--- config.mk ---
export PLATFORM = sky130hd
export DESIGN_NAME = crc8_frame_arbiter
export DESIGN_NICKNAME = d
export VERILOG_FILES = /design/src/rtl/crc8_frame_arbiter_pkg.sv /design/src/rtl/crc8_frame_arbiter_accum.sv /design/src/rtl/crc8_frame_arbiter.sv
export SDC_FILE = /design/constraint.sdc
export NUM_CORES = 1
export LEC_CHECK = 0
export ABC_AREA = 0
export CAP_MARGIN = 10
export CORE_ASPECT_RATIO = 0.8
export CORE_MARGIN = 10
export CORE_UTILIZATION = 47
export DETAILED_ROUTE_END_ITERATION = 6
export MAX_ROUTING_LAYER = met4
export PLACE_DENSITY = 0.9
export SYNTH_ARGS = -nofsm -noshare
export SYNTH_HDL_FRONTEND = slang
export SYNTH_SLANG_ARGS = --single-unit
export TNS_END_PERCENT = 1
--- constraint.sdc ---
create_clock -name clk -period 1.9 [get_ports clk]
set_input_delay 0.38 -clock clk [delete_from_list [all_inputs] [get_ports clk]]
set_output_delay 0.38 -clock clk [all_outputs]
set_load 0.05 [all_outputs]
--- src/rtl/crc8_frame_arbiter_pkg.sv ---
// -----------------------------------------------------------------------------
// crc8_frame_arbiter_pkg
// Shared definitions for the two-requester CRC-8 frame arbiter:
//   - arb_state_t       : arbiter FSM state encoding (IDLE / RUN / DONE)
//   - CRC8_POLY_DEFAULT : default generator polynomial (x^8 implicit)
//   - CRC8_INIT_DEFAULT : default CRC preset loaded at frame start
//   - NUM_REQ           : number of requesters
//   - crc8_step()       : one byte of MSB-first, unreflected CRC-8
// -----------------------------------------------------------------------------
package crc8_frame_arbiter_pkg;

  localparam int         NUM_REQ           = 2;
  localparam logic [7:0] CRC8_POLY_DEFAULT = 8'h07;
  localparam logic [7:0] CRC8_INIT_DEFAULT = 8'h00;

  typedef enum logic [1:0] {
    ST_IDLE = 2'd0,
    ST_RUN  = 2'd1,
    ST_DONE = 2'd2
  } arb_state_t;

  // Feeds one byte MSB-first through the CRC register. No input/output
  // reflection and no final XOR.
  function automatic logic [7:0] crc8_step(input logic [7:0] crc,
                                           input logic [7:0] din,
                                           input logic [7:0] poly);
    logic [7:0] c;
    logic [7:0] d;
    logic       fb;
    // NOTE: blocking assignments are correct here: each unrolled iteration
    // must see the result of the previous one, all within a single evaluation.
    c = crc;
    d = din;
    for (int i = 0; i < 8; i++) begin
      fb = c[7] ^ d[7];
      c  = {c[6:0], 1'b0} ^ (fb ? poly : 8'h00);
      d  = {d[6:0], 1'b0};
    end
    return c;
  endfunction

endpackage

--- src/rtl/crc8_frame_arbiter_accum.sv ---
// -----------------------------------------------------------------------------
// crc8_accum
// Running CRC-8 register for the arbiter datapath.
//   clk   : system clock, rising edge
//   reset : asynchronous, active-high; presets crc to INIT
//   clear : synchronous preset to INIT (start of a frame)
//   en    : fold din into the CRC this cycle (ignored while clear is high)
//   din   : byte to accumulate
//   crc   : current CRC value
// -----------------------------------------------------------------------------
module crc8_accum
  import crc8_frame_arbiter_pkg::*;
#(
  parameter logic [7:0] POLY = CRC8_POLY_DEFAULT,
  parameter logic [7:0] INIT = CRC8_INIT_DEFAULT
) (
  input  logic       clk,
  input  logic       reset,
  input  logic       clear,
  input  logic       en,
  input  logic [7:0] din,
  output logic [7:0] crc
);

  logic [7:0] r_crc;

  // NOTE: state registers use non-blocking assignments so every flop samples
  // pre-edge values regardless of block ordering.
  always_ff @(posedge clk or posedge reset) begin
    if (reset) begin
      r_crc <= INIT;
    end else if (clear) begin
      r_crc <= INIT;
    end else if (en) begin
      r_crc <= crc8_step(r_crc, din, POLY);
    end
  end

  assign crc = r_crc;

endmodule

--- src/rtl/crc8_frame_arbiter.sv ---
// -----------------------------------------------------------------------------
// crc8_frame_arbiter
// Round-robin arbiter between two byte-stream requesters. The granted
// requester streams one frame; its bytes are folded into a CRC-8 and the
// final CRC is reported with a one-cycle crc_valid pulse.
//   clk, reset           : clock (rising edge), async active-high reset
//   reqN_valid/data/last : requester N byte stream (N = 0, 1)
//   reqN_ready           : byte accepted when high together with reqN_valid
//   crc_out              : CRC of the last completed frame (held)
//   crc_valid            : one-cycle pulse qualifying crc_out / crc_id
//   crc_id               : requester that owned the completed frame (held)
//   busy                 : high whenever the FSM is not IDLE
// -----------------------------------------------------------------------------
module crc8_frame_arbiter
  import crc8_frame_arbiter_pkg::*;
#(
  parameter logic [7:0] POLY = CRC8_POLY_DEFAULT,
  parameter logic [7:0] INIT = CRC8_INIT_DEFAULT
) (
  input  logic       clk,
  input  logic       reset,
  input  logic       req0_valid,
  input  logic [7:0] req0_data,
  input  logic       req0_last,
  output logic       req0_ready,
  input  logic       req1_valid,
  input  logic [7:0] req1_data,
  input  logic       req1_last,
  output logic       req1_ready,
  output logic [7:0] crc_out,
  output logic       crc_valid,
  output logic       crc_id,
  output logic       busy
);

  arb_state_t         r_state;
  logic               r_grant;
  logic               r_last_grant;
  logic [NUM_REQ-1:0] r_ready;
  logic [7:0]         r_crc_out;
  logic               r_crc_valid;
  logic               r_crc_id;
  logic               r_busy;

  logic               w_valid;
  logic               w_last;
  logic [7:0]         w_din;
  logic               w_any_valid;
  logic               w_grant_next;
  logic               w_clear;
  logic               w_fire;
  logic [7:0]         w_crc;
  logic [7:0]         w_crc_next;

  // Only the granted requester's stream reaches the datapath; the other
  // requester is invisible until the frame completes.
  assign w_valid     = r_grant ? req1_valid : req0_valid;
  assign w_last      = r_grant ? req1_last  : req0_last;
  assign w_din       = r_grant ? req1_data  : req0_data;
  assign w_any_valid = req0_valid | req1_valid;

  // On a tie, the requester not granted last wins; a lone requester wins
  // regardless of history.
  assign w_grant_next = (req0_valid & req1_valid) ? ~r_last_grant : req1_valid;

  assign w_clear = (r_state == ST_IDLE) & w_any_valid;
  assign w_fire  = (r_state == ST_RUN) & w_valid & r_ready[r_grant];

  crc8_accum #(
    .POLY (POLY),
    .INIT (INIT)
  ) u_accum (
    .clk   (clk),
    .reset (reset),
    .clear (w_clear),
    .en    (w_fire),
    .din   (w_din),
    .crc   (w_crc)
  );

  // crc_out must include the last byte, which the accumulator only absorbs
  // on the same edge, so the final value is computed ahead here.
  assign w_crc_next = crc8_step(w_crc, w_din, POLY);

  always_ff @(posedge clk or posedge reset) begin
    if (reset) begin
      r_state      <= ST_IDLE;
      r_grant      <= 1'b0;
      r_last_grant <= 1'b1;
      r_ready      <= '0;
      r_crc_out    <= 8'h00;
      r_crc_valid  <= 1'b0;
      r_crc_id     <= 1'b0;
      r_busy       <= 1'b0;
    end else begin
      case (r_state)
        ST_IDLE: begin
          if (w_any_valid) begin
            r_grant               <= w_grant_next;
            r_last_grant          <= w_grant_next;
            r_ready               <= '0;
            r_ready[w_grant_next] <= 1'b1;
            r_busy                <= 1'b1;
            r_state               <= ST_RUN;
          end
        end
        ST_RUN: begin
          // A low granted valid simply stalls here; there is no timeout.
          if (w_fire && w_last) begin
            r_ready     <= '0;
            r_crc_out   <= w_crc_next;
            r_crc_id    <= r_grant;
            r_crc_valid <= 1'b1;
            r_state     <= ST_DONE;
          end
        end
        ST_DONE: begin
          r_crc_valid <= 1'b0;
          r_busy      <= 1'b0;
          r_state     <= ST_IDLE;
        end
        default: begin
          r_ready     <= '0;
          r_crc_valid <= 1'b0;
          r_busy      <= 1'b0;
          r_state     <= ST_IDLE;
        end
      endcase
    end
  end

  assign req0_ready = r_ready[0];
  assign req1_ready = r_ready[1];
  assign crc_out    = r_crc_out;
  assign crc_valid  = r_crc_valid;
  assign crc_id     = r_crc_id;
  assign busy       = r_busy;

endmodule

Yosys cells after proc, flatten, opt, wreduce, memory -nomap -nowiden

Cells that the tools add are included.

Reductions and logical operators: 10
Eq/ne operators: 4
Bitwise operators: 25
Multiplexer cells: 28
Order comparisons: 3

Operator list:

| operator                                                 | count |
|---|---|
| bitwise XOR 8 bit                                        | 7 |
| two-way mux 3 bit                                        | 8 |
| two-way mux 8 bit                                        | 3 |
| AND reduction 2 bit                                      | 5 |
| two-way mux 1 bit                                        | 8 |
| two-way mux 2 bit                                        | 4 |
| bitwise XOR 1 bit                                        | 8 |
| bitwise XOR 8 x 3 -> 8 bit                               | 1 |
| one-hot mux 2 bit (3 select lines)                       | 1 |
| AND 1 bit                                                | 4 |
| < comparator 1 x 2 -> 1 bit, second input constant       | 2 |
| inverter 1 bit                                           | 4 |
| one-hot mux 1 bit (2 select lines)                       | 2 |
| one-hot mux 2 bit (2 select lines)                       | 1 |
| AND reduction 3 bit                                      | 1 |
| == test 2 x 1 -> 1 bit, second input constant            | 1 |
| == test 2 bit, second input constant                     | 1 |
| logical AND 1 bit                                        | 2 |
| zero test 2 bit                                          | 1 |
| inequality test 2 x 1 -> 1 bit, second input constant    | 1 |
| inequality test 2 bit, second input constant             | 1 |
| nonzero test 2 bit                                       | 1 |
| demux 1 bit (select 1 bit)                               | 1 |
| greater-or-equal comparator 1 bit, second input constant | 1 |
| bitwise OR 1 bit                                         | 1 |

Bits in registers: 25
Word-level logic and storage cells: 79
Input port bits: 22
Output and inout port bits: 13

Logic depth before layout (Yosys ltp)

Gate-level depths: netlist of run 1.

Word-level depth: 27
Depth in mapped cells: 6
Mapped depth without buffers: 5

By module

From an unflattened synthesis of run 1, not the netlist that was laid out.

Cells, all modules: 158
Area total of the unflattened synthesis: 1694.1 µm²

By module, submodules not included:

| module             | sequential area each (µm²) | cells an instance | area an instance (µm²) | instances |
|---|---|---|---|---|
| crc8_frame_arbiter | 426.7                      | 102               | 1066.0                 | 1 |
| crc8_accum         | 200.2                      | 56                | 628.1                  | 1 |

Worst setup path after synthesis of run 1

No wires, ideal clock.

Kind: reg2reg
Start point: register r_ready[1]
End point: register u_accum.r_crc[0], in the netlist u_accum.crc[0]
Data arrival time: 1589 ps
Slack: 177 ps
Data required time: 1766 ps
Period minus slack after synthesis: 1723 ps
Buffers on the path: 1
Library setup time: 134 ps
Cell stages (with the launch flop): 5
Cells stage by stage: dfrtp_1 and3_2 o21ai_1 clkbuf_1 o21ai_0

Cells in the longest elaborated chain, start to end: 4

RTL lines:

| item                                                  | RTL line                       | RTL |
|---|---|---|
| from (decl)                                           | crc8_frame_arbiter.sv:39       | `logic [NUM_REQ-1:0] r_ready;` |
| from (signal assigned)                                | crc8_frame_arbiter.sv:90       | `r_ready <= '0;` |
| from (signal assigned)                                | crc8_frame_arbiter.sv:101      | `r_ready <= '0;` |
| from (signal, indexed assignment)                     | crc8_frame_arbiter.sv:102      | `r_ready[w_grant_next] <= 1'b1;` |
| two-way mux 1 bit (not written as such) (2 in series) | crc8_frame_arbiter.sv:67       | `assign w_fire = (r_state == ST_RUN) & w_valid & r_ready[r_grant];` |
| AND 1 bit                                             | crc8_frame_arbiter.sv:67       |  |
| nonzero test 2 bit (no line)                          | n/a                            |  |
| to (signal assigned)                                  | crc8_frame_arbiter_accum.sv:35 | `r_crc <= crc8_step(r_crc, din, POLY);` |
| to (decl)                                             | crc8_frame_arbiter_accum.sv:25 | `logic [7:0] r_crc;` |

No other way between the ends. The select of a mux whose other input is x is not followed.
A chain may end at the register's enable or synchronous reset.

Worst setup path in the final report of run 1

Start point: register r_grant
End point: register r_crc_out[7], in the netlist crc_out[7]

Cells in the longest elaborated chain, start to end: 11
Elaborated cells on any way between the ends: 23
Those cells by class: mux (8); bitwise (13); reduce/logical (2)

RTL lines:

| item                            | RTL line                     | RTL |
|---|---|---|
| from (decl)                     | crc8_frame_arbiter.sv:37     | `logic r_grant;` |
| from (signal assigned)          | crc8_frame_arbiter.sv:99     | `r_grant <= w_grant_next;` |
| two-way mux 8 bit               | crc8_frame_arbiter.sv:59     | `assign w_din = r_grant ? req1_data : req0_data;` |
| bitwise XOR 1 bit               | crc8_frame_arbiter_pkg.sv:35 | `fb = c[7] ^ d[7];` |
| two-way mux 3 bit               | crc8_frame_arbiter_pkg.sv:36 | `c = {c[6:0], 1'b0} ^ (fb ? poly : 8'h00);` |
| bitwise XOR 8 bit (6 in series) | n/a                          |  |
| bitwise XOR 8 bit               | crc8_frame_arbiter_pkg.sv:36 |  |
| bitwise XOR 8 x 3 -> 8 bit      | crc8_frame_arbiter_pkg.sv:36 |  |
| to (signal assigned)            | crc8_frame_arbiter.sv:111    | `r_crc_out <= w_crc_next;` |
| to (decl)                       | crc8_frame_arbiter.sv:40     | `logic [7:0] r_crc_out;` |

Parallel ways exist; a longest one is shown, timed or not. The select of a mux whose other input is x is not followed.

==> flow_summary_export.csv, run 1 <==
group,metric,value,unit
final_layout,area.growth.synth_to_final,38.9,%
synth,yosysMostFrequentCell,"dfrtp_1",
floorplan,die_h,66.8,um
clock_network,cts-hold-fix-buffers,0,
synth,syn-num-nets,144,
drt,final_antenna_net_count,0,
setup_path,critPathLaunchType,"flop",
setup_path,critPathBufInv,2,
placed_design,numPortBuffers,34,
synth,yosys.cell_types.count,28,
drt,via_count,1036,
clock_network,tritoncts,"done",
drt,drt-total-wl,3080,um
synth,yosysWarningCount,0,
synth,synth_edf_count,0,
setup_path,worst_r2r_startpoint,"r_grant",
global_routing,grt_pass1_vias,1102,
run_status,status,"finished, final reports clean",
clock_network,cts_root_buf,"clkbuf_4",
clock_network,clockBufferDepth,2,
timing,relSlewSlack,65.8,%
synth,synthTopCellsByCount,"dfrtp_1, o21ai_0, nand2_1",
global_routing,grt_pass1_wl,5180,um
clock_network,h-tree-depth,1,
timing,tightest_slew,0.513,ns
pwr,cellPowerDensity,1790,nW/um2
global_routing,grt_max_degree,26,
setup_path,max_stage_delay,0.46,ns
synth,synth_area,1280,um2
clock_network,cts_sinks,25,
setup_path,critPathMaxFanout,6,
synth,synth_ff_type,"dfrtp_1",
timing,hold_violations,0,
global_routing,antenna_found_initial,0,
setup_path,crit_path_start,"r_grant",
global_routing,track_usage,12.5,%
synth,synth-seq-cells,25,
timing,fin_crit,1.82,ns
final_layout,drive_gt1_share,22.4,%
drt,vias_per_cell,5.03,
setup_path,critical_path.top_delay_family,"XOR/XNOR gates",
placed_design,gp_congestion,0.742,
floorplan,design.core.area,2520,um2
floorplan,die-area,5240,um2
synth,async_flop_share,100,%
pwr,max-vdd-ir-drop,0.910,mV
floorplan,initial_utilization,50.9,%
setup_path,crit_chain,"buf_6 > mux2i_1 > xor2_1 > buf_4 > xor2_1 > xnor2_1 > o21ai_1",
timing,final_max_slew_viol_count,0,
setup_path,critical_path_class,"flop to flop",
global_routing,overflow,0,
floorplan,io_pins,35,
timing,fmax,550,MHz
final_layout,finalNetCount,193,
floorplan,rows,16,
flow_run,maxCapViolCount,0,
setup_path,cp.required,2.11,ns
timing,setup_violations,0,
timing,timing.final.crit_share,95.6,%
drt,wl_per_cell,15.0,um
clock_network,clk_latency,0.32,ns
setup_path,critPathArrivalTime,2.03,ns
synth,syn_inst,122,
setup_path,worstSetupPathDepth,7,
timing,finClkSkew,0.00266,ns
synth,avgSynthCellArea,10.5,um2
setup_path,cpMostUsedCell,"xor2_1",
setup_path,worst_setup_path_end_kind,"flop",
synth,synth.top_cell.area_share,46.7,%
drt,drc,0,
pwr,p_total,3200,uW
pwr,p_leak,0.000861,uW
drt,drtIter0Drc,32,
clock_network,cts_buffers,3,
final_layout,fill_cells,196,
synth,yosysSeqAreaShare,48.8,%
floorplan,chipWidth,78.5,um
setup_path,cpMaxStageDelayCell,"dfrtp_1",
final_layout,utilization,70.8,%
drt,drt-pass1-iter-count,4,
setup_path,worst-r2r-cell-count,7,
clock_network,clkTransAtPathRegs,0.13,ns
final_layout,n_antenna_cell,0,
placed_design,hpwl,2370,um
synth,synth_area_leader_cell,"dfrtp_1",
min_path,min_path_type,"input pin to asynchronous set/reset pin",
synth,ys_top_cells_by_area,"dfrtp_1, xnor2_1, o21ai_0",
-- cell usage in the layout, fill, tap and decap left out, drive strengths merged --
cell | synthesis | routed
dfrtp | 24 | 24
buf | 2 | 23
o21ai | 22 | 22
clkdlybuf4s50 | 0 | 21
nand2 | 14 | 14
xnor2 | 12 | 12
xor2 | 10 | 10
nand3 | 8 | 8
mux2i | 8 | 8
inv | 4 | 4
dlymetal6s2s | 0 | 4
clkbuf | 3 | 4
a21oi | 3 | 3
and3b | 2 | 2
and3 | 1 | 1
mux2 | 1 | 1
nor2b | 1 | 1
o211ai | 1 | 1
nor2 | 1 | 1
o2bb2ai | 1 | 1
nand3b | 1 | 1
a31oi | 1 | 1
a32o | 1 | 1
dlygate4sd2 | 0 | 1
dfstp | 1 | 1
-- power breakdown --
part | switching [uW] | total, uW | leakage (uW) | internal (uW)
combinational | 1230 | 2080 | 0.000530 | 858
sequential | 141 | 881 | 0.000316 | 739
clock | 154 | 236 | 0.0000150 | 82.3
-- registers in the layout (all words and copies together) (netlist names) --
register and count:
crc_out 8, u_accum.crc 8, r_ready 2, r_state 2, busy 1, crc_id 1, crc_valid 1, r_grant 1
r_last_grant 1
-- path summary, 6_finish.rpt --
| kind | end | slack (ns) |
|---|---|---|
| worst max register to register | crc_out[7] | 0.08 |
| min in group clk | crc_id | 0.50 |
| max in group asynchronous | r_last_grant | 1.22 |
| worst max-delay path | crc_out[7] | 0.08 |
| worst min-delay path | crc_out[7] | 0.39 |
| worst min register to register | crc_id | 0.50 |
-- worst register-to-register path: stages, from the launching register on --
cell     delay (ns)
dfrtp_1        0.46
buf_6          0.18
mux2i_1        0.24
xor2_1         0.24
buf_4          0.16
xor2_1         0.16
xnor2_1        0.18
o21ai_1        0.10
-- routing by layer --
metal  share of wire, %  up-vias  global-route usage (%)  wire, um
met4               0.55        0                    2.46        17
li1                   -      512                       -         -
met2                 49       32                    20.4      1500
met3                5.4        4                    3.89       167
met1                 45      488                    14.9      1400
met5                  0        -                       -         0
-- logic make-up (layout without fill, tap and decap cells) --
kind of cell    after synthesis  in the layout  share of synthesized area [%]
buf+inv                       9             57                           3.31
simple gates                 28             28                           10.6
xor+xnor                     22             22                           17.3
compound gates               29             29                           12.3
flops                        25             25                           48.8
mux                           9              9                           7.69
-- metrics by stage --
stage          area (um2)  TNS, ns  std cells  setup slack [ns]  hold slack, ns
2_1_floorplan        1280        0        122             0.177           0.407
3_3_place_gp         1710  -0.0153        198           -0.0141           0.459
3_5_place_dp         1710   -0.165        198           -0.0673           0.471
4_1_cts              1730        0        202           0.00452           0.401
5_1_grt              1790   -0.138        206           -0.0379           0.413
6_report             1790        0        206            0.0831           0.390
-- final cells by class --
class                   instances  area (um2)  area share, %
clock buffers                   4        26.3           1.47
well taps                      36        45.0           2.52
inverters                       4        15.0          0.841
multi-input cells              88         627           35.1
repair buffers                 49         445           24.9
flip-flops and latches         25         627           35.1
-- what timing repair did --
| action | in CTS | in global routing |
|---|---|---|
| resized for setup | 1 | 7 |
| pin swaps | 0 | 5 |
| gates cloned | 0 | 0 |
| setup endpoints to repair | 1 | 20 |
| setup buffers | 0 | 4 |
(Power assumes the default switching activity.)
==> run 2: changes to the inputs <==
Settings changed: MAX_ROUTING_LAYER met4 to not set, PLACE_DENSITY 0.9 to 0.78.
==> run 2 against run 1 <==
First-iteration DRC count grew 91%. Final cell count fell by 2.4%. Die area did not move. Maximum frequency rose by 4.4%. Flip-flop and latch count is the same. Highest routed layer unchanged. Clock skew rose by 0.0042 ns. Wire length is 9.1% lower.
==> flow_summary_export.csv, run 2 (synthesis results as in run 1) <==
group,metric,value,unit
clock_network,clkTransAtPathRegs,0.13,ns
clock_network,h-tree-depth,1,
timing,relSlewSlack,66.1,%
setup_path,critPathMaxFanout,6,
setup_path,cpMostUsedCell,"xor2_1",
clock_network,clockBufferDepth,2,
drt,drt-pass1-iter-count,4,
timing,fin_crit,1.74,ns
timing,fmax,574,MHz
floorplan,initial_utilization,50.9,%
clock_network,cts_resized,0,
final_layout,finalNetCount,188,
setup_path,critical_path_class,"flop to flop",
setup_path,crit_chain,"buf_4 > mux2i_1 > xor2_1 > xnor2_1 > xor2_1 > o21ai_0",
final_layout,area.growth.synth_to_final,34.4,%
pwr,cellPowerDensity,1780,nW/um2
drt,wl_per_cell,13.9,um
drt,final_antenna_net_count,0,
clock_network,cts_root_buf,"clkbuf_4",
final_layout,utilization,68.5,%
run_status,status,"finished, final reports clean",
pwr,p_total,3070,uW
setup_path,r2r-end,"u_accum.crc[2]",
floorplan,design.core.area,2520,um2
global_routing,grt_max_degree,26,
drt,drtIter0Drc,61,
final_layout,design_area,1730,um2
timing,timing.final.crit_share,91.6,%
clock_network,cts_buffers,3,
final_layout,drive_gt1_share,20.0,%
setup_path,reg2reg_slack,0.16,ns
final_layout,seq_area,627,um2
clock_network,clk_latency,0.32,ns
placed_design,gp_congestion,0.744,
floorplan,rows,16,
placed_design,place_area,1690,um2
pwr,p_leak,0.000826,uW
final_layout,multi_input_area,616,um2
clock_network,cts-hold-fix-buffers,0,
setup_path,worst_r2r_startpoint,"r_grant",
timing,setup_violations,0,
global_routing,grt_pass1_vias,1021,
global_routing,track_usage,10.8,%
placed_design,hpwl,2270,um
floorplan,die_h,66.8,um
setup_path,worst_setup_path_end_kind,"flop",
drt,drt-total-wl,2800,um
final_layout,layout_common_cells,"dfrtp_1, clkdlybuf4s50_1, buf_4",
timing,finClkSkew,0.00688,ns
final_layout,fill_cells,213,
flow_run,maxCapViolCount,0,
setup_path,critPathArrivalTime,1.95,ns
global_routing,grt_pass1_wl,4620,um
placed_design,numPortBuffers,34,
clock_network,postCtsSetupBuffers,0,
timing,final_max_slew_viol_count,0,
clock_network,tritoncts,"done",
final_layout,n_antenna_cell,0,
setup_path,cp.required,2.11,ns
setup_path,cpMaxStageDelayCell,"dfrtp_1",
timing,hold_violations,0,
setup_path,max_stage_delay,0.38,ns
floorplan,io_pins,35,
timing,rsz0062_at_grt,"false",
timing,tightest_slew,0.507,ns
min_path,min_path_type,"input pin to asynchronous set/reset pin",
clock_network,cts_sinks,25,
drt,vias_per_cell,5.01,
floorplan,chipWidth,78.5,um
floorplan,die-area,5240,um2
global_routing,overflow,0,
final_layout,mostFrequentLayoutCell,"dfrtp_1",
setup_path,worst-r2r-cell-count,6,
pwr,max-vdd-ir-drop,0.908,mV
drt,via_count,1007,
global_routing,antenna_found_initial,0,
setup_path,critPathLaunchType,"flop",
drt,drc,0,
==> run 2: cell types whose count changed in the layout (fill, tap and decap cells not counted) <==
cell            delta
dlymetal6s2s_1     -1
mux2i_1            +1
xor2_2             -1
buf_6              -1
xor2_1             +1
mux2i_2            -1
buf_4              -2
dlygate4sd2_1      -1
==> run 2: worst max path at each step <==
| stage | startpoint | to | slack [ns] | depth (start not counted) |
|---|---|---|---|---|
| finish | r_grant | u_accum.crc[2] | 0.16 | 6 |
| global placement | req1_data[5] | u_accum.crc[6] | -0.03 | 6 |
| CTS | crc_out[3] | crc_out[3] | 0.008 | 1 |
| floorplan | r_ready[1] | u_accum.crc[0] | 0.18 | 4 |
| detailed placement | req1_data[2] | u_accum.crc[2] | -0.05 | 6 |
| global route | r_grant | u_accum.crc[2] | 0.02 | 6 |
==> run 2: per-stage QoR <==
step / TNS [ns] / cells / worst slack (ns) / hold WS (ns)
2_1_floorplan: 0 / 122 / 0.177 / 0.407
3_3_place_gp: -0.0524 / 197 / -0.0251 / 0.462
3_5_place_dp: -0.0979 / 197 / -0.0475 / 0.475
4_1_cts: 0 / 201 / 0.00760 / 0.392
5_1_grt: 0 / 201 / 0.0176 / 0.403
6_report: 0 / 201 / 0.159 / 0.384
==> run 2: cell type report <==
| type | count | area share (%) |
|---|---|---|
| Tap cell | 36 | 2.61 |
| Multi-Input combinational cell | 88 | 35.7 |
| Inverter | 4 | 0.870 |
| Timing Repair Buffer | 44 | 23.0 |
| Sequential cell | 25 | 36.3 |
| Clock buffer | 4 | 1.52 |
==> run 2: power by group <==
group / switching (uW) / leakage (uW) / internal, uW / total, uW
logic: 1180 / 0.000496 / 781 / 1970
registers: 132 / 0.000316 / 739 / 871
clock network: 153 / 0.0000150 / 82.2 / 235
total: 1470 / 0.000826 / 1600 / 3070
==> run 2: metal layers <==
| metal | GRT usage [%] | routed length [um] | up-vias |
|---|---|---|---|
| met4 | 1.79 | 22 | 0 |
| li1 | - | - | 500 |
| met2 | 17.3 | 1290 | 31 |
| met3 | 4.83 | 212 | 4 |
| met1 | 13.2 | 1280 | 472 |
| met5 | 0 | 0 | - |
==> run 2: critical path, delay by kind of cell, from the launching register on <==
family	cells	cell delay, ns
AOI/OAI and AO/OA	1	0.12
xor gates and xnor gates	3	0.74
buffers and inverters	1	0.18
DFF	1	0.38
muxes	1	0.22
==> run 3: changes to the inputs <==
Settings changed: CORE_UTILIZATION 47 to 30, PLACE_DENSITY 0.78 to not set.
==> run 3 against run 2 <==
First-iteration DRC count fell by 61%. Largest power group unchanged. Setup slack gained 0.0021 ns. Highest routed layer unchanged. Wire length increased by 7.2%. Total power grew 3.8%.
==> flow_summary_export.csv, run 3 (synthesis results as in run 1) <==
group,metric,value,unit
global_routing,antenna_found_initial,0,
drt,vias_per_cell,4.41,
final_layout,drive_gt1_share,22.8,%
drt,final_antenna_net_count,0,
setup_path,r2r-end,"u_accum.crc[6]",
final_layout,area.growth.synth_to_final,39.8,%
setup_path,critPathMaxFanout,5,
pwr,p_leak,0.000822,uW
pwr,pwr-share-seq,27.7,%
placed_design,numPortBuffers,34,
final_layout,n_antenna_cell,0,
final_layout,finalNetCount,190,
pwr,max-vdd-ir-drop,0.791,mV
global_routing,grt_pass1_wl,5200,um
global_routing,track_usage,8.70,%
pwr,power.switching,1480,uW
global_routing,overflow,0,
timing,fmax,575,MHz
timing,finClkSkew,0.00574,ns
setup_path,worst_r2r_startpoint,"r_grant",
setup_path,reg2reg_slack,0.16,ns
flow_run,maxCapViolCount,0,
clock_network,cts-hold-fix-buffers,0,
setup_path,critical_path_class,"flop to flop",
clock_network,tritoncts,"done",
setup_path,critPathLaunchType,"flop",
global_routing,grt_pass1_vias,1068,
clock_network,cts_resized,0,
floorplan,initial_utilization,31.0,%
final_layout,mostFrequentLayoutCell,"dfrtp_1",
drt,via_count,987,
clock_network,clkTransAtPathRegs,0.09,ns
setup_path,critPathArrivalTime,1.89,ns
min_path,min_path_type,"input pin to asynchronous set/reset pin",
drt,drt-total-wl,3000,um
timing,tightest_slew,0.297,ns
drt,drtIter0Drc,24,
clock_network,clockBufferDepth,2,
clock_network,cts_sinks,25,
clock_network,cts_buffers,3,
placed_design,dp_slack,-0.0114,ns
setup_path,worst_setup_path_end_kind,"flop",
drt,drc,0,
final_layout,fill_cells,429,
timing,fin_ws,0.161,ns
timing,timing.final.crit_share,91.5,%
floorplan,rows,21,
pwr,cellPowerDensity,1770,nW/um2
floorplan,io_pins,35,
floorplan,die_h,78.5,um
drt,wl_per_cell,13.4,um
timing,rsz0062_at_grt,"false",
pwr,p_clk_share,9.9,%
timing,relSlewSlack,79.6,%
drt,drt-pass1-iter-count,4,
floorplan,die-area,7320,um2
final_layout,layout_common_cells,"dfrtp_1, buf_4, clkdlybuf4s50_1",
placed_design,place_area,1750,um2
floorplan,design.core.area,4150,um2
setup_path,cp.required,2.05,ns
setup_path,worst-r2r-cell-count,6,
final_layout,design_area,1800,um2
timing,fin_crit,1.74,ns
global_routing,grt_max_degree,26,
clock_network,cts_root_buf,"clkbuf_8",
clock_network,clk_latency,0.27,ns
timing,setup_violations,0,
floorplan,chipWidth,93.2,um
placed_design,hpwl,2400,um
pwr,swShare,46.4,%
run_status,status,"finished, final reports clean",
timing,final_max_slew_viol_count,0,
clock_network,h-tree-depth,1,
clock_network,postCtsSetupBuffers,0,
pwr,combPwrFrac,62.5,%
placed_design,gp_congestion,0.795,
pwr,internal_power,1710,uW
final_layout,utilization,43.3,%
timing,hold_violations,0,
==> run 3: cell types whose count changed in the layout (fill, tap and decap cells not counted) <==
cell            before  now
buf_12               0    2
buf_4               20   23
clkbuf_4             3    0
clkbuf_8             0    3
dlymetal6s2s_1       3    0
==> run 3: through the flow <==
step	setup TNS [ns]	power, uW	hold WS [ns]	instances
after floorplan	0	2300	0.407	122
after global placement	-0.0365	2880	0.468	220
after detailed placement	-0.0222	2900	0.477	220
after CTS	0	3230	0.438	224
after global routing	0	3450	0.454	224
final	0	3190	0.436	224
==> run 3: worst max path at each step <==
| stage | slack (ns) | start | end |
|---|---|---|---|
| final | 0.16 | r_grant | u_accum.crc[6] |
| after global routing | 0.02 | r_grant | crc_out[6] |
| after CTS | 0.13 | r_grant | u_accum.crc[6] |
| after detailed placement | -0.01 | req1_data[5] | u_accum.crc[6] |
| after global placement | -0.02 | req1_data[5] | u_accum.crc[6] |
| after floorplan | 0.18 | r_ready[1] | u_accum.crc[0] |
==> run 3: power groups by stage <==
stage	sequential, uW	clock (uW)	combinational (uW)
after global placement	885	0	2000
after CTS	884	325	2020
after detailed placement	895	0	2010
after global routing	912	360	2170
final	882	315	1990
after floorplan	1290	0	1010
==> run 3: layer usage <==
layer	routed length, um	track usage [%]	vias to the layer above
met5	0	0	-
met1	1450	11.8	458
met3	181	2.85	2
met2	1340	12.7	27
li1	-	-	500
met4	32	2.77	0
==> run 3: critical path: stages (launching register included) <==
cell,delay [ns]
dfrtp_1,0.40
buf_4,0.17
mux2i_1,0.25
xor2_1,0.27
xnor2_1,0.21
xor2_1,0.21
o21ai_0,0.12
==> run 3: layout make-up <==
cell class / count / area, um2 / area share (%)
Clock buffer: 4 / 45.0 / 2.51
Inverter: 4 / 15.0 / 0.836
Tap cell: 57 / 71.3 / 3.97
Sequential cell: 25 / 627 / 34.9
Timing Repair Buffer: 46 / 423 / 23.5
Multi-Input combinational cell: 88 / 616 / 34.3
==> variant, RTL diff (flow settings as in run 3) <==
Re-encode `arb_state_t` (3 states) as one-hot, 3 bits wide.
--- a/src/rtl/crc8_frame_arbiter_pkg.sv
+++ b/src/rtl/crc8_frame_arbiter_pkg.sv
@@ -13,10 +13,10 @@
   localparam logic [7:0] CRC8_POLY_DEFAULT = 8'h07;
   localparam logic [7:0] CRC8_INIT_DEFAULT = 8'h00;
 
-  typedef enum logic [1:0] {
-    ST_IDLE = 2'd0,
-    ST_RUN  = 2'd1,
-    ST_DONE = 2'd2
+  typedef enum logic [2:0] {
+    ST_IDLE = 3'b001,
+    ST_RUN  = 3'b010,
+    ST_DONE = 3'b100
   } arb_state_t;
 
   // Feeds one byte MSB-first through the CRC register. No input/output
Function: no difference found for any inputs over 4 cycles, from zero or initial values and one cycle with reset high; so few cycles prove little.
==> variant against run 3 <==
  * Routed wire length is 4.1% higher
  * Setup slack worse by 0.13 ns
  * Clock skew hardly changed
  * Final area increased by 6.7%
  * Count of clock-buffer cells in the layout fell by 1
  * Fmax is 6.8% lower
  * Synthesized area rose by 5.4%
  * Sequential cell count is 1 higher
Power is left out: it rests on default switching activity, and per cell area and clock period it moved more than threefold.
==> variant: results (changes against run 3) <==
- The category of cells accounting for the largest share of critical-path delay is XOR/XNOR gates (unchanged).
- Result of the run: complete, no violations (unchanged).
- The wire length of the first global-routing pass came to 5292 um (was 5202 um).
- The number of antenna violations at the first check in global routing came to 0 (unchanged).
- The number of buffers added by the clock tree synthesis step is 3 (unchanged).
- The number of buffers between clock root and the deepest sink is 2 (unchanged).
- The estimated wirelength of the detail-placed design is 2501 um (was 2404 um).
- The total routing resource utilization after global routing is 8.674% (was 8.704%).
- The net count after synthesis came to 156 (was 144).
- The final net count is 209 (was 190).
- The number of levels the H-tree was split into is 1 (unchanged).
- The weighted congestion reported at the end of routability-driven placement was 0.7938 (was 0.7953).
- The count of nets left with antenna violations after detail routing was 0 (unchanged).
- The transition time of the tightest slew-check pin is 0.3487 ns (was 0.2969 ns).
- The post-synthesis async set-or-reset flop share is 100.0% (unchanged).
- The number of setup buffers added after CTS was 0 (unchanged).
- The maximum fanout count along the critical path is 6 (was 5).
- The total number of vias is 1086 (was 987).
- The critical path data arrival time is 2.06 ns (was 1.89 ns).
- The highest cell delay on the worst timing path is 0.48 ns (was 0.40 ns).
- The pin count of the biggest net entering global routing came to 27 (was 26).
- The fraction of layout cells with a size suffix above 1 is 25.95% (was 22.75%).
- The worst min-delay path class is primary input to asynchronous set/reset pin (unchanged).
- The number of fillers in the final layout is 427 (was 429).
- The root cell of the clock tree is sky130_fd_sc_hd__clkbuf_8 (unchanged).
- The count of input and output buffers came to 34 (unchanged).
- The average routed wire per standard cell is 12.91 um (was 13.41 um).
- The register area share after synthesis is 48.24% (was 48.78%).
- The number of design-rule violations left by the first detailed-router iteration is 8 (was 24).
- The met2 layer usage reported by global route came to 14.01% (was 12.73%).
- Top post-synthesis cells by count: sky130_fd_sc_hd__dfrtp_1, sky130_fd_sc_hd__o21ai_1, sky130_fd_sc_hd__nand2_1 (was sky130_fd_sc_hd__dfrtp_1, sky130_fd_sc_hd__o21ai_0, sky130_fd_sc_hd__nand2_1).
- The number of distinct library cells after synthesis is 28 (unchanged).
- The met1 usage is 10.45% (was 11.76%).
- The clock tree skew after final layout is 0.006106 ns (was 0.005742 ns).
- The worst-path cell with the longest stage delay was sky130_fd_sc_hd__dfrtp_2 (was sky130_fd_sc_hd__dfrtp_1).
- The count of synthesis-stage warnings from yosys is 0 (unchanged).
- The detailed-router iteration count before antenna repair is 4 (unchanged).
- Clock-pin slew was measured on the worst setup and hold paths at approximately 0.080 ns.
- Synth area leaders: sky130_fd_sc_hd__dfrtp_1, sky130_fd_sc_hd__o21ai_1, sky130_fd_sc_hd__mux2i_1 (was sky130_fd_sc_hd__dfrtp_1, sky130_fd_sc_hd__xnor2_1, sky130_fd_sc_hd__o21ai_0).
- The met3 layer usage reported by global route is 2.974% (was 2.852%).
- The via count of the first global-routing pass came to 1179 (was 1068).
- The pre-CTS worst setup slack is -0.2055 ns (was -0.01137 ns).
- The clock latency on the worst-skew pair came to 0.27 ns (about the same).
- The number of inserted diodes was 0 (unchanged).
-- variant: changes by cell type in the layout (fill, tap and decap cells not counted), sizes merged, moves of 2 or more --
cell,before,now
buf,25,32
nand2,14,18
nor3b,0,3
xnor2,12,10
o21ai,22,24
nor2,1,4
inv,4,6
-- variant: layer usage --
metal / wire, um / share of wire [%]
met1: 1375 / 44
met2: 1436 / 46
met3: 256 / 8.2
met4: 57 / 1.8
met5: 0 / 0
-- variant: worst min-delay path, delay by kind of cell --
kind	cells	cell delay [ns]
buf+inv	3	0.77
-- variant: stage by stage --
step | util (%) | instance area [um2] | cells | hold WS [ns] | setup TNS (ns)
after global placement | 43.41 | 1859 | 239 | 0.4695 | -0.4755
final | 44.76 | 1917 | 242 | 0.4788 | 0
after global routing | 44.76 | 1917 | 242 | 0.4973 | -0.09277
after CTS | 44.41 | 1902 | 242 | 0.4911 | 0
after floorplan | - | 1354 | 134 | 0.4185 | 0
after detailed placement | 43.41 | 1859 | 239 | 0.4790 | -0.5558
-- variant: area by class of cell --
cell class              count  area, um2  share of cell area (%)
multi-input cells          97      660.6                   34.46
clock buffers               3      41.29                   2.154
flip-flops and latches     26      654.4                   34.14
repair buffers             53      466.7                   24.35
well taps                  57      71.32                   3.721
inverters                   6      22.52                   1.175
-- variant: kinds of logic after synthesis --
group	after synthesis	share of synthesized area, %
simple gates	38	13.31
flops	26	48.24
mux	9	6.655
buf+inv	11	3.789
compound gates	29	11.55
xor+xnor	21	16.45
-- variant: worst paths after layout --
path	start	endpoint	slack, ns
worst max-delay path	r_grant	u_accum.crc[2]	0.03
min in group clk	r_last_grant	r_last_grant	0.49
worst min register to register	r_last_grant	r_last_grant	0.49
worst min-delay path	reset	crc_out[1]	0.48
max in group asynchronous	reset	r_state[0]	1.13
worst max register to register	r_grant	u_accum.crc[2]	0.03
-- variant: repair_timing --
item	CTS	global route
hold buffers	0	0
setup endpoints to repair	6	9
pin swaps	0	7
gates resized for setup	1	3
